File: src/rtl/fetch_pkg.sv
// Shared types and constants for the instruction fetch front end.
package fetch_pkg;

  localparam logic [31:0] NOP_INSN = 32'h0000_0013;
  localparam logic [31:0] PC_STEP  = 32'd4;

  typedef enum logic {BOOT, RUN} state_e;

  // kill is the LSB so the outstanding queue can set it with a one-bit mask
  typedef struct packed {
    logic [31:0] addr;
    logic        kill;
  } out_entry_t;

  typedef struct packed {
    logic [31:0] pc;
    logic [31:0] insn;
  } fifo_entry_t;

endpackage

File: src/rtl/instr_fetch_unit_if.sv
// Instruction memory bus: req/gnt request phase, in-order rvalid response phase.
interface instr_fetch_unit_if;

  logic        imem_req;
  logic [31:0] imem_addr;
  logic        imem_gnt;
  logic        imem_rvalid;
  logic [31:0] imem_rdata;

  modport master (
    output imem_req,
    output imem_addr,
    input  imem_gnt,
    input  imem_rvalid,
    input  imem_rdata
  );

  modport slave (
    input  imem_req,
    input  imem_addr,
    output imem_gnt,
    output imem_rvalid,
    output imem_rdata
  );

endinterface

File: src/rtl/fetch_fifo.sv
// Synchronous FIFO with flush, occupancy count and a mark input that ORs MarkMask into
// every stored entry (used to kill all in-flight fetches at once).
module fetch_fifo #(
  parameter int unsigned           Width    = 32,
  parameter int unsigned           Depth    = 2,
  parameter logic [Width-1:0]      MarkMask = '0,
  localparam int unsigned          PtrW     = $clog2(Depth),
  localparam int unsigned          CntW     = $clog2(Depth + 1)
) (
  input  logic             clk,
  input  logic             rst,
  input  logic             flush,
  input  logic             mark,
  input  logic             push,
  input  logic [Width-1:0] wdata,
  input  logic             pop,
  output logic [Width-1:0] rdata,
  output logic             empty,
  output logic [CntW-1:0]  count
);

  logic [Width-1:0] mem_q [Depth];
  logic [PtrW-1:0]  wptr_q, rptr_q;
  logic [CntW-1:0]  cnt_q;
  logic             full, do_push, do_pop;

  assign empty   = (cnt_q == '0);
  assign full    = (cnt_q == CntW'(Depth));
  assign do_pop  = pop && !empty;
  assign do_push = push && (!full || do_pop);
  assign rdata   = mem_q[rptr_q];
  assign count   = cnt_q;

  always_ff @(posedge clk or posedge rst) begin
    if (rst) begin
      wptr_q <= '0;
      rptr_q <= '0;
      cnt_q  <= '0;
    end else if (flush) begin
      wptr_q <= '0;
      rptr_q <= '0;
      cnt_q  <= '0;
    end else begin
      if (do_push) wptr_q <= wptr_q + PtrW'(1);
      if (do_pop)  rptr_q <= rptr_q + PtrW'(1);
      case ({do_push, do_pop})
        2'b10:   cnt_q <= cnt_q + CntW'(1);
        2'b01:   cnt_q <= cnt_q - CntW'(1);
        default: cnt_q <= cnt_q;
      endcase
    end
  end

  // Storage needs no reset: the pointers and count decide what is visible.
  always_ff @(posedge clk) begin
    for (int i = 0; i < Depth; i++) begin
      if (do_push && wptr_q == PtrW'(i)) begin
        mem_q[i] <= wdata;
      end else if (mark) begin
        mem_q[i] <= mem_q[i] | MarkMask;
      end
    end
  end

endmodule

File: src/rtl/instr_fetch_unit.sv
// Fetch stage: owns the PC, issues credit-limited word fetches, buffers returned
// instructions and hands them to the decoder; redirects flush everything in flight.
module instr_fetch_unit
  import fetch_pkg::*;
#(
  parameter logic [31:0] RESET_PC = 32'h0000_0000,
  parameter int unsigned DEPTH    = 2
) (
  input  logic                      clk,
  input  logic                      rstn,
  instr_fetch_unit_if.master        imem,
  input  logic                      redirect_valid,
  input  logic [31:0]               redirect_pc,
  input  logic                      op_ready,
  output logic                      op_valid,
  output logic [31:0]               I_OP,
  output logic [31:0]               op_pc
);

  localparam int unsigned CntW = $clog2(DEPTH + 1);
  localparam int unsigned OutW = $bits(out_entry_t);
  localparam int unsigned BufW = $bits(fifo_entry_t);

  state_e      state_q, state_d;
  logic [31:0] fetch_pc_q, fetch_pc_d;
  logic [31:0] last_pc_q;

  out_entry_t  out_wdata, out_head;
  fifo_entry_t buf_wdata, buf_head;
  logic        out_push, out_pop, out_empty;
  logic        buf_push, buf_pop, buf_empty;
  logic [CntW-1:0] out_cnt, buf_cnt;
  logic        credit_ok, fire;

  // State register
  always_ff @(posedge clk or posedge rstn) begin
    if (rstn) state_q <= BOOT;
    else      state_q <= state_d;
  end

  // Next state
  always_comb begin
    state_d = state_q;
    case (state_q)
      BOOT:    state_d = RUN;
      RUN:     state_d = RUN;
      default: state_d = BOOT;
    endcase
  end

  // Outputs: killed entries keep holding credit until their response drains
  assign credit_ok = (32'(out_cnt) + 32'(buf_cnt)) < DEPTH;

  always_comb begin
    imem.imem_req  = (state_q == RUN) && credit_ok;
    imem.imem_addr = fetch_pc_q;
  end

  assign fire = imem.imem_req && imem.imem_gnt;

  always_comb begin
    fetch_pc_d = fetch_pc_q;
    if (redirect_valid) fetch_pc_d = {redirect_pc[31:2], 2'b00};
    else if (fire)      fetch_pc_d = fetch_pc_q + PC_STEP;
  end

  always_ff @(posedge clk or posedge rstn) begin
    if (rstn) begin
      fetch_pc_q <= RESET_PC;
      last_pc_q  <= '0;
    end else begin
      fetch_pc_q <= fetch_pc_d;
      last_pc_q  <= op_pc;
    end
  end

  // A fetch granted in the redirect cycle is born killed.
  always_comb begin
    out_wdata.addr = fetch_pc_q;
    out_wdata.kill = redirect_valid;
  end

  assign out_push = fire;
  assign out_pop  = imem.imem_rvalid && !out_empty && (state_q == RUN);

  fetch_fifo #(
    .Width    (OutW),
    .Depth    (DEPTH),
    .MarkMask (OutW'(1))
  ) u_outstanding (
    .clk   (clk),
    .rst   (rstn),
    .flush (1'b0),
    .mark  (redirect_valid),
    .push  (out_push),
    .wdata (out_wdata),
    .pop   (out_pop),
    .rdata (out_head),
    .empty (out_empty),
    .count (out_cnt)
  );

  always_comb begin
    buf_wdata.pc   = out_head.addr;
    buf_wdata.insn = imem.imem_rdata;
  end

  assign buf_push = out_pop && !out_head.kill && !redirect_valid;
  assign buf_pop  = op_valid && op_ready && !redirect_valid;

  fetch_fifo #(
    .Width    (BufW),
    .Depth    (DEPTH),
    .MarkMask ('0)
  ) u_insn_buf (
    .clk   (clk),
    .rst   (rstn),
    .flush (redirect_valid),
    .mark  (1'b0),
    .push  (buf_push),
    .wdata (buf_wdata),
    .pop   (buf_pop),
    .rdata (buf_head),
    .empty (buf_empty),
    .count (buf_cnt)
  );

  assign op_valid = !buf_empty;
  assign I_OP     = buf_empty ? NOP_INSN : buf_head.insn;
  assign op_pc    = buf_empty ? last_pc_q : buf_head.pc;

  // A response with nothing outstanding means the memory broke the protocol.
  a_rvalid_has_owner : assert property (
    @(posedge clk) disable iff (rstn)
    (imem.imem_rvalid && state_q == RUN) |-> !out_empty
  );

endmodule

File: src/flat_wrapper.sv
// flat-port wrapper written by rule: the top's interface ports become plain ports
module instr_fetch_unit_flat import fetch_pkg::*;
#(
  parameter logic [31:0] RESET_PC = 32'h0000_0000,
  parameter int unsigned DEPTH    = 2
)
  (clk, rstn, redirect_valid, redirect_pc, op_ready, op_valid, I_OP, op_pc, imem_imem_req, imem_imem_addr, imem_imem_gnt, imem_imem_rvalid, imem_imem_rdata);
  instr_fetch_unit_if imem_i ();
  input  logic clk;
  input  logic rstn;
  input  logic redirect_valid;
  input  logic [31:0] redirect_pc;
  input  logic op_ready;
  output logic op_valid;
  output logic [31:0] I_OP;
  output logic [31:0] op_pc;
  output wire logic [$bits(imem_i.imem_req)-1:0] imem_imem_req;
  output wire logic [$bits(imem_i.imem_addr)-1:0] imem_imem_addr;
  input wire logic [$bits(imem_i.imem_gnt)-1:0] imem_imem_gnt;
  input wire logic [$bits(imem_i.imem_rvalid)-1:0] imem_imem_rvalid;
  input wire logic [$bits(imem_i.imem_rdata)-1:0] imem_imem_rdata;
  assign imem_imem_req = imem_i.imem_req;
  assign imem_imem_addr = imem_i.imem_addr;
  assign imem_i.imem_gnt = imem_imem_gnt;
  assign imem_i.imem_rvalid = imem_imem_rvalid;
  assign imem_i.imem_rdata = imem_imem_rdata;
  instr_fetch_unit #(.RESET_PC(RESET_PC), .DEPTH(DEPTH)) u_core (.clk(clk), .rstn(rstn), .imem(imem_i), .redirect_valid(redirect_valid), .redirect_pc(redirect_pc), .op_ready(op_ready), .op_valid(op_valid), .I_OP(I_OP), .op_pc(op_pc));
endmodule
File: config.mk
export PLATFORM = sky130hd
export DESIGN_NAME = instr_fetch_unit_flat
export DESIGN_NICKNAME = d
export VERILOG_FILES = /design/src/rtl/fetch_pkg.sv /design/src/rtl/instr_fetch_unit_if.sv /design/src/rtl/fetch_fifo.sv /design/src/rtl/instr_fetch_unit.sv /design/src/flat_wrapper.sv
export SDC_FILE = /design/constraint.sdc
export NUM_CORES = 1
export LEC_CHECK = 0
export ABC_AREA = 1
export CAP_MARGIN = 40
export CORE_MARGIN = 8
export CORE_UTILIZATION = 30
export DETAILED_ROUTE_END_ITERATION = 10
export GPL_TIMING_DRIVEN = 0
export PLACE_DENSITY = 0.47
export SLEW_MARGIN = 20
export SYNTH_ARGS = -nofsm -noshare
export SYNTH_HDL_FRONTEND = slang
export SYNTH_SLANG_ARGS = --single-unit
export TNS_END_PERCENT = 30
File: constraint.sdc
create_clock -name clk -period 4.5 [get_ports clk]
set_clock_uncertainty 0.1 [all_clocks]
set_input_delay 0.9 -clock clk [delete_from_list [all_inputs] [get_ports clk]]
set_output_delay 0.9 -clock clk [all_outputs]
set_load 0.01 [all_outputs]
# --- Word level (Yosys, flattened, before mapping) ---
# Memory sizes are Yosys's and may differ from the RTL's.
# Index checks and enable logic that the tools add are counted.
word_totals:
  elab_cells: 101
  reg_bits: 73
  in_bits: 70
  rom_bits: 0
  ramBits: 194
  output_inout_bits: 98
  memories: 2
  latchBits: 0
mem_list:
  columns: ["name", "depth", "word_bits", "rd", "rd_ports_with_merged_regs", "wr", "line_no", "rtl"]
  rows:
  - ["u_core.u_insn_buf.mem_q", 2, 64, 1, 0, 1, "fetch_fifo.sv:22", "logic [Width-1:0] mem_q [Depth];"]
  - ["u_core.u_outstanding.mem_q", 2, 33, 1, 0, 2, "fetch_fifo.sv:22", null]
classes:
  n_bitwise: 6
  add_sub_neg: 10
  mul: 0
  n_div: 0
  magnitude_cmp: 1
  shift: 0
  muxes: 31
  eq_ne: 8
  n_reduce_logical: 34
ops:
  columns: ["op", "n"]
  rows:
  - ["$mux W32", 6]
  - ["$mux W64", 1]
  - ["$reduce_or A64 Y1", 1]
  - ["$add A32 B3 Y32 const B", 1]
  - ["$lt A32 B2 Y1 const B", 1]
  - ["$mux W1", 21]
  - ["$logic_and A1 B1 Y1", 16]
  - ["$eq A2 B2 Y1 const B", 4]
  - ["$pmux W2 S2", 2]
  - ["$reduce_bool A2 Y1", 4]
  - ["$logic_not A1 Y1", 6]
  - ["$add A1 B1 Y1 const B", 4]
  - ["$add A2 B1 Y2 const B", 2]
  - ["$eq A2 B1 Y1 const B", 2]
  - ["$logic_not A2 Y1", 2]
  - ["$or A1 B1 Y1", 4]
  - ["$reduce_and A2 Y1", 2]
  - ["$sub A2 B1 Y2 const B", 2]
  - ["$add A2 B2 Y3", 1]
  - ["$reduce_bool A3 Y1", 1]
  - ["$logic_or A1 B1 Y1", 2]
  - ["$mux W2", 1]
  - ["$ne A0 B0 Y1", 2]
  - ["$not A1 Y1", 2]

# --- Longest topological paths before layout ---
# Gate-level depths: netlist of run 1.
depth:
  word_depth: 12
  mapped_depth: 14
  mapped_depth_nobuf: 13

# --- Modules after synthesis ---
# Synthesis of run 1 repeated with hierarchy kept, for this count alone.
unflattened:
  cells_unflattened: 1160
  hier_area_um2: 11388.4
modules_own_cells:
  columns: ["module", "cells_each", "area_per_inst_um2", "instances"]
  rows:
  - ["fetch_fifo at u_core.u_insn_buf", 374, 4903.5, 1]
  - ["instr_fetch_unit", 565, 3767.4, 1]
  - ["fetch_fifo at u_core.u_outstanding", 221, 2717.6, 1]

# --- Worst setup path before layout of run 1 ---
# Ideal clock, no wire load.
synth_timing:
  kind: "in2reg"
  startpoint: "in imem_imem_rvalid"
  endpoint: "mem u_core.u_insn_buf.mem_q[0][0] in the netlist's numbering (enable)"
  setup_ns: 0.482
  required_time_ns: 3.918
  setup_slack_ns: -0.037
  t_arrival_ns: 3.955
  path_buffers: 0
  path_stages: 4
  path_cell_list: "nand2_1 > nor2_8 > nand3_1 > nor2_1"
synth_between:
  elab_chain_len: 10
synth_rtl:
  columns: ["item", "line_no", "rtl"]
  rows:
  - ["start, declared", "flat_wrapper.sv:20", "input wire logic [$bits(imem_i.imem_rvalid)-1:0] imem_imem_rvalid;"]
  - ["$logic_and A1 B1 Y1 * (2 in series)", "instr_fetch_unit.sv:84", "assign out_pop = imem.imem_rvalid && !out_empty && (state_q == RUN);"]
  - ["$logic_and A1 B1 Y1 * (2 in series)", "instr_fetch_unit.sv:108", "assign buf_push = out_pop && !out_head.kill && !redirect_valid;"]
  - ["$logic_and A1 B1 Y1 *", "fetch_fifo.sv:30", "assign do_push = push && (!full || do_pop);"]
  - ["$logic_and A1 B1 Y1", "fetch_fifo.sv:57", "if (do_push && wptr_q == PtrW'(i)) begin"]
  - ["$mux W1", "fetch_fifo.sv:57", null]
  - ["$mux W1 (not written as such)", "fetch_fifo.sv:58", "mem_q[i] <= wdata;"]
  - ["$reduce_or A64 Y1 (no line)", null, null]
  - ["$mux W1 (no line)", null, null]
  - ["end, declared", "fetch_fifo.sv:22", null]
# Mark *: on every way between the ends. The rest lies on a longest branch, timed or not.

# --- Worst setup path in the final report of run 1 ---
layout_timing:
  startpoint: "reg u_core.u_insn_buf.rptr_q"
  endpoint: "out op_pc[17]"
layout_between:
  elab_chain_len: 2
layout_rtl:
  columns: ["item", "line_no", "rtl"]
  rows:
  - ["start, declared", "fetch_fifo.sv:23", "logic [PtrW-1:0] wptr_q, rptr_q;"]
  - ["start signal, assigned", "fetch_fifo.sv:45", "if (do_pop) rptr_q <= rptr_q + PtrW'(1);"]
  - ["$mem_v2 Z2 W64", null, null]
  - ["$mux W32", "instr_fetch_unit.sv:130", "assign op_pc = buf_empty ? last_pc_q : buf_head.pc;"]
  - ["end, declared", "flat_wrapper.sv:16", "output logic [31:0] op_pc;"]
# No other way between the ends.

==> impl_metrics.json, run 1 <==
{
  "p_per_area_nw_per_um2": 538,
  "r2r_end": "u_core.u_insn_buf.mem_q[1][22]",
  "rows": 69,
  "path_buf_inv": 4,
  "synth_cell_types": 37,
  "worstPathArrival_ns": 2.79,
  "slowest_delay_ns": 0.62,
  "finalCritPeriodShare": 0.841,
  "drc_errors": 0,
  "initial_core_util": 0.303,
  "yosysSeqAreaShare": 0.687,
  "post-route-util": 0.397,
  "reg2reg_depth": 9,
  "cp-end-kind": "primary output",
  "postCtsSetupBuffers": 0,
  "crit_required_ns": 3.50,
  "vias": 7464,
  "final_antenna_net_count": 0,
  "cts_root_buffer": "clkbuf_16",
  "critPathKind": "reg -> out",
  "areaGrowthSynthToFinish_pct": 31.0,
  "grt_overflow_total": 0,
  "timing.hold.ws_ns": 0.363,
  "min_period_ns": 3.79,
  "cp_num_cells": 6,
  "die-area_sq_um": 42000,
  "rsz0062_at_grt": "no",
  "vias_per_cell": 4.41,
  "numPortBuffers": 163,
  "tns_ns": 0,
  "post-dp-hpwl_mm": 20.5,
  "postRouteWirelength_mm": 28.1,
  "synth_flop_cell": "edfxtp_1",
  "rrSetupSlack_ns": 1.81,
  "postSynthAreaPerCell_sq_um": 10.6,
  "clk_path_buf_depth": 3,
  "synth_top_area_cell": "edfxtp_1",
  "setup_viol": 0,
  "netlist_area_sq_um": 10700,
  "maxSlewHeadroom": 0.552,
  "async_flop_share": 0.276,
  "cts_tree": "done",
  "yosys.cell_count.top_type": "nand2_1",
  "grt_max_degree": 43,
  "netlist.area_leader.share": 0.519,
  "crit_fanout": 10,
  "crit_start": "u_core.u_insn_buf.rptr_q",
  "layout-drive-gt1-share": 0.0819,
  "firstDrtPassIters": 4,
  "min-delay-start": "u_core.u_outstanding.mem_q[1][0]",
  "hold_viol": 0,
  "synth_edf_count": 185,
  "grt_pass1_wl_mm": 43.1,
  "status": "completed",
  "drt_iter0_drc": 293,
  "synth_cells": 1005,
  "fmax_ghz": 0.264,
  "ys_seq_elements": 257,
  "ys_top_cells_by_area": "edfxtp_1, dfrtp_1, nand2_1",
  "clk_pin_slew_ns": 0.06,
  "r2r-start": "u_core.u_insn_buf.count[1]",
  "hold_end": "u_core.u_outstanding.mem_q[1][0]",
  "grt.total_usage": 0.132,
  "pin_count": 168,
  "nFillCells": 3446,
  "critPathTopFamily": "buffers and inverters",
  "synth_common_cells": "nand2_1, edfxtp_1, a21oi_1",
  "path_cells": "buf_2 -> inv_2 -> clkbuf_1 -> nand2_1 -> a21oi_1 -> clkdlybuf4s50_1",
  "hold_path.class": "reg -> reg",
  "hold_buffers": 0,
  "clkLatencyLatePin_ns": 0.55,
  "p_leak_nw": 5.47,
  "power_w": 0.00753,
  "grt_pass1_vias": 7501,
  "critPathSlowestCell": "clkdlybuf4s50_1",
  "cts.htree.levels": 1,
  "finalNetCount": 1282,
  "antenna_cells": 0,
  "max-cap-violations": 0,
  "cts_sinks": 257,
  "gp_congestion": 0.797,
  "cts_resized": 0,
  "cts_buffers": 29,
  "antenna_found_initial": 0,
  "critPathLaunchType": "register",
  "vdd_drop_max_uv": 285,
  "report.final.slew_viol_count": 0,
  "die_h_um": 205,
  "die_w_um": 205,
  "core_area_sq_um": 35300,
  "tightest_slew_ns": 0.672,
  "synth_warnings": 0,
  "wire_per_inst_um": 16.6,
  "whs_path_depth": 2
}
## area by class of cell
| class | count | area [sq um] | share of cell area |
|---|---|---|---|
| flip-flops and latches | 257 | 7350 | 0.525 |
| multi-input cells | 645 | 2950 | 0.211 |
| repair buffers | 173 | 1870 | 0.134 |
| clock buffers | 46 | 790 | 0.0563 |
| well taps | 461 | 577 | 0.0412 |
| inverters | 65 | 246 | 0.0176 |
| plain buffers | 39 | 184 | 0.0131 |
| clock inverters | 8 | 40.0 | 0.00286 |
## layout by cell type (no fill, tap or decap), drive strengths merged, types with 3 or more instances in the layout
master,n
nand2,360
dfrtp,71
xor2,12
clkbuf,67
inv,66
clkinv,7
nand3,40
o21bai,3
o21ai,26
conb,3
a21oi,93
o211ai,4
clkdlybuf4s50,163
buf,28
nor2,88
nand4,3
edfxtp,185
xnor2,3
nand3b,3
## tightest hold or removal path, delay by kind of cell, from the launching register on
kind,cells,cell delay (ns)
AO/OA/AOI/OAI,1,0.06
flip-flops,1,0.31
AND/OR/NAND/NOR,1,0.05
## routing by layer
layer  global-route usage  vias to the layer above  part of all wire
met5                    0                        -                 0
met4               0.0406                        0             0.027
met3               0.0274                       53             0.061
met2                0.219                      195              0.47
met1                0.170                     3452              0.44
li1                     -                     3764                 -
## stage by stage
| step | instance area [sq um] | std cells | setup slack (ns) |
|---|---|---|---|
| CTS | 14000 | 1694 | 0.571 |
| finish | 14000 | 1694 | 0.714 |
| global placement | 12900 | 1630 | -2.73 |
| detailed placement | 13200 | 1640 | 0.896 |
| global route | 14000 | 1694 | 0.511 |
| floorplan | 10700 | 1006 | -0.0374 |
## state kept, by name, summed over array words and instances, names as in the netlist
register and flops:
u_core.last_pc_q 32, u_core.u_outstanding.rptr_q 1, u_core.u_insn_buf.count 2, u_core.u_insn_buf.mem_q 124, u_core.u_outstanding.mem_q 62, u_core.imem.imem_addr 30, u_core.state_q 1, u_core.u_insn_buf.wptr_q 1
u_core.u_outstanding.count 2, u_core.u_insn_buf.rptr_q 1, u_core.u_outstanding.wptr_q 1
## report_power, final
part	total, W	leakage (nW)	switching (W)	internal [W]
logic	0.00222	2.55	0.00130	0.000926
registers	0.00323	2.52	0.000229	0.00300
clock network	0.00208	0.402	0.000887	0.00119
total	0.00753	5.47	0.00241	0.00512
## kinds of logic after synthesis
group | synth area share
AOI/OAI and AO/OA | 0.0633
other | 0.000702
DFF | 0.687
buffers and inverters | 0.0400
xor gates and xnor gates | 0.0123
adders and majority gates | 0.00304
and+or+nand+nor | 0.194
## worst max-delay path by stage
stage                                          to  slack [ns]
finish                                  op_pc[17]        0.71
global route                            op_pc[11]        0.51
CTS                                     op_pc[11]        0.57
detailed placement  u_core.u_insn_buf.mem_q[1][6]        0.90
global placement    u_core.u_insn_buf.mem_q[1][6]       -2.73
floorplan           u_core.u_insn_buf.mem_q[0][0]       -0.04
(Power assumes the default switching activity.)
==> run 2, diff against run 1 <==
- PLACE_DENSITY: 0.47 -> 0.48
- clock period: 4.5 -> 3.1 ns (I/O delays scaled with it)
==> run 2 against run 1 <==
  * Sequential power grew 45%
  * Die area unchanged
  * Count of clock-buffer cells in the layout fell by 3
  * Sequential cell count did not move
  * Clock power is 62% higher
  * Combinational power up 45%
  * Utilization increased by 0.76 points
  * Routed wire length is 1.1% higher
  * Design area increased by 1.9%
  * Non-clock buffer count is 2 higher
  * Highest routed layer unchanged
==> impl_metrics.json, run 2 (synthesis gave the netlist of run 1 again) <==
{
  "grt.total_usage": 0.134,
  "seq_power_share": 0.416,
  "layout-drive-gt1-share": 0.114,
  "cts_root_buffer": "clkbuf_16",
  "tightest_slew_ns": 0.659,
  "vias": 7468,
  "crit_top_cell": "clkbuf_4",
  "p_leak_nw": 5.74,
  "grt_max_degree": 40,
  "grt_pass1_wl_mm": 43.4,
  "core_area_sq_um": 35300,
  "r2r_end": "u_core.u_insn_buf.mem_q[1][30]",
  "rows": 69,
  "wire_per_inst_um": 16.8,
  "critPathKind": "reg -> out",
  "reg2reg_depth": 9,
  "antenna_found_initial": 0,
  "maxSlewHeadroom": 0.561,
  "cts.htree.levels": 1,
  "place_area_sq_um": 13200,
  "critPathTopFamily": "buffers and inverters",
  "hold_buffers": 0,
  "largest_reg_flops": 124,
  "numPortBuffers": 163,
  "final_antenna_net_count": 0,
  "p_int_w": 0.00768,
  "path_cells": "clkbuf_4 -> inv_6 -> clkbuf_4 -> nand2_1 -> a21oi_1 -> clkdlybuf4s50_1",
  "drt_iter0_drc": 352,
  "status": "completed",
  "timing.hold.ws_ns": 0.361,
  "slowest_delay_ns": 0.56,
  "hold_path.class": "in -> async",
  "post-route-util": 0.404,
  "cp-end-kind": "primary output",
  "worstPathArrival_ns": 2.25,
  "grt_pass1_vias": 7492,
  "hold_viol": 0,
  "p_per_area_nw_per_um2": 789,
  "final_cells": 1696,
  "cts_tree": "done",
  "p_comb_frac": 0.286,
  "fmax_ghz": 0.336,
  "die_w_um": 205,
  "antenna_cells": 0,
  "layout_commonest_cell": "nand2_1",
  "rsz0062_at_grt": "yes",
  "clk_pin_slew_ns": 0.06,
  "cts_sinks": 257,
  "die_h_um": 205,
  "vdd_drop_max_uv": 385,
  "finalNetCount": 1284,
  "report.final.slew_viol_count": 0,
  "cts_buffers": 29,
  "grt_overflow_total": 0,
  "min_period_ns": 2.97,
  "postRouteWirelength_mm": 28.4,
  "final_cell_mix": "nand2_1, edfxtp_1, clkdlybuf4s50_1",
  "critPathSlowestCell": "clkdlybuf4s50_1",
  "nFillCells": 3420,
  "areaGrowthSynthToFinish_pct": 33.5,
  "post-dp-hpwl_mm": 20.4,
  "critPathLaunchType": "register",
  "rrSetupSlack_ns": 0.45,
  "path_buf_inv": 4,
  "setup_viol": 0,
  "drc_errors": 0,
  "die-area_sq_um": 42000,
  "gp_congestion": 0.792,
  "firstDrtPassIters": 4,
  "clkLatencyLatePin_ns": 0.56,
  "initial_core_util": 0.303,
  "crit_required_ns": 2.38,
  "fin_area_sq_um": 14300,
  "r2r-start": "u_core.u_insn_buf.count[0]",
  "pin_count": 168,
  "max-cap-violations": 0,
  "clk_path_buf_depth": 3,
  "p_sw_frac": 0.318,
  "crit_fanout": 10,
  "vias_per_cell": 4.40,
  "finalCritPeriodShare": 0.960,
  "top_regs": "u_core.u_insn_buf.mem_q x124, u_core.u_outstanding.mem_q x62, u_core.last_pc_q x32",
  "dpl.cell_count": 1640,
  "power_w": 0.0113,
  "power.share.clock": 0.298,
  "regMostFlops": "u_core.u_insn_buf.mem_q",
  "p_sw_w": 0.00359
}
==> run 2: how the worst max path moves through the flow <==
stage / depth (start not counted) / startpoint / slack (ns) / endpoint
2_1_floorplan: 4 / imem_imem_rvalid / -0.15 / u_core.u_insn_buf.mem_q[0][0]
3_3_place_gp: 6 / redirect_valid / -2.10 / u_core.u_insn_buf.mem_q[0][9]
3_5_place_dp: 9 / redirect_valid / -0.33 / u_core.u_insn_buf.mem_q[1][6]
4_1_cts: 6 / u_core.u_insn_buf.rptr_q / -0.07 / op_pc[27]
5_1_grt: 6 / u_core.u_insn_buf.rptr_q / -0.009 / I_OP[3]
6_report: 6 / u_core.u_insn_buf.rptr_q / 0.13 / I_OP[2]
==> run 2: area by class of cell <==
type,instances,area [sq um],area share
clock inverters,11,116,0.00815
repair buffers,175,1880,0.131
flip-flops and latches,257,7360,0.515
inverters,65,251,0.0176
well taps,461,577,0.0404
plain buffers,39,265,0.0186
multi-input cells,645,3000,0.210
clock buffers,43,838,0.0587
==> run 2: timing repair <==
item,in CTS,in global routing
setup endpoints to repair,64,30
pin swaps,3,0
buffers inserted,0,2
endpoints found under the hold margin,0,0
gates resized for setup,71,24
==> run 2: metrics by stage <==
stage	TNS [ns]	worst slack (ns)
4_1_cts	-0.223	-0.0727
3_3_place_gp	-403.42	-2.10
3_5_place_dp	-15.31	-0.327
5_1_grt	-0.0157	-0.00903
6_report	0	0.125
2_1_floorplan	-21.33	-0.148
==> run 2: routing by layer <==
metal | GRT usage | wire [um] | vias to the layer above
met3 | 0.0280 | 1740 | 43
li1 | - | - | 3758
met5 | 0 | 0 | -
met4 | 0.0409 | 636 | 0
met2 | 0.221 | 13300 | 182
met1 | 0.175 | 12800 | 3485
==> run 2: power by group through the flow <==
stage	registers, W	logic, W	clock network [W]
after detailed placement	0.00476	0.00332	0
after global placement	0.00477	0.00322	0
after CTS	0.00470	0.00329	0.00348
after floorplan	0.00469	0.00161	0
final	0.00469	0.00322	0.00336
after global routing	0.00475	0.00359	0.00361
==> run 3, diff against run 2 <==
- HOLD_SLACK_MARGIN: unset -> 0.05
==> results of run 3 <==
The final DEF is identical to that of run 2; final timing and power are the same.
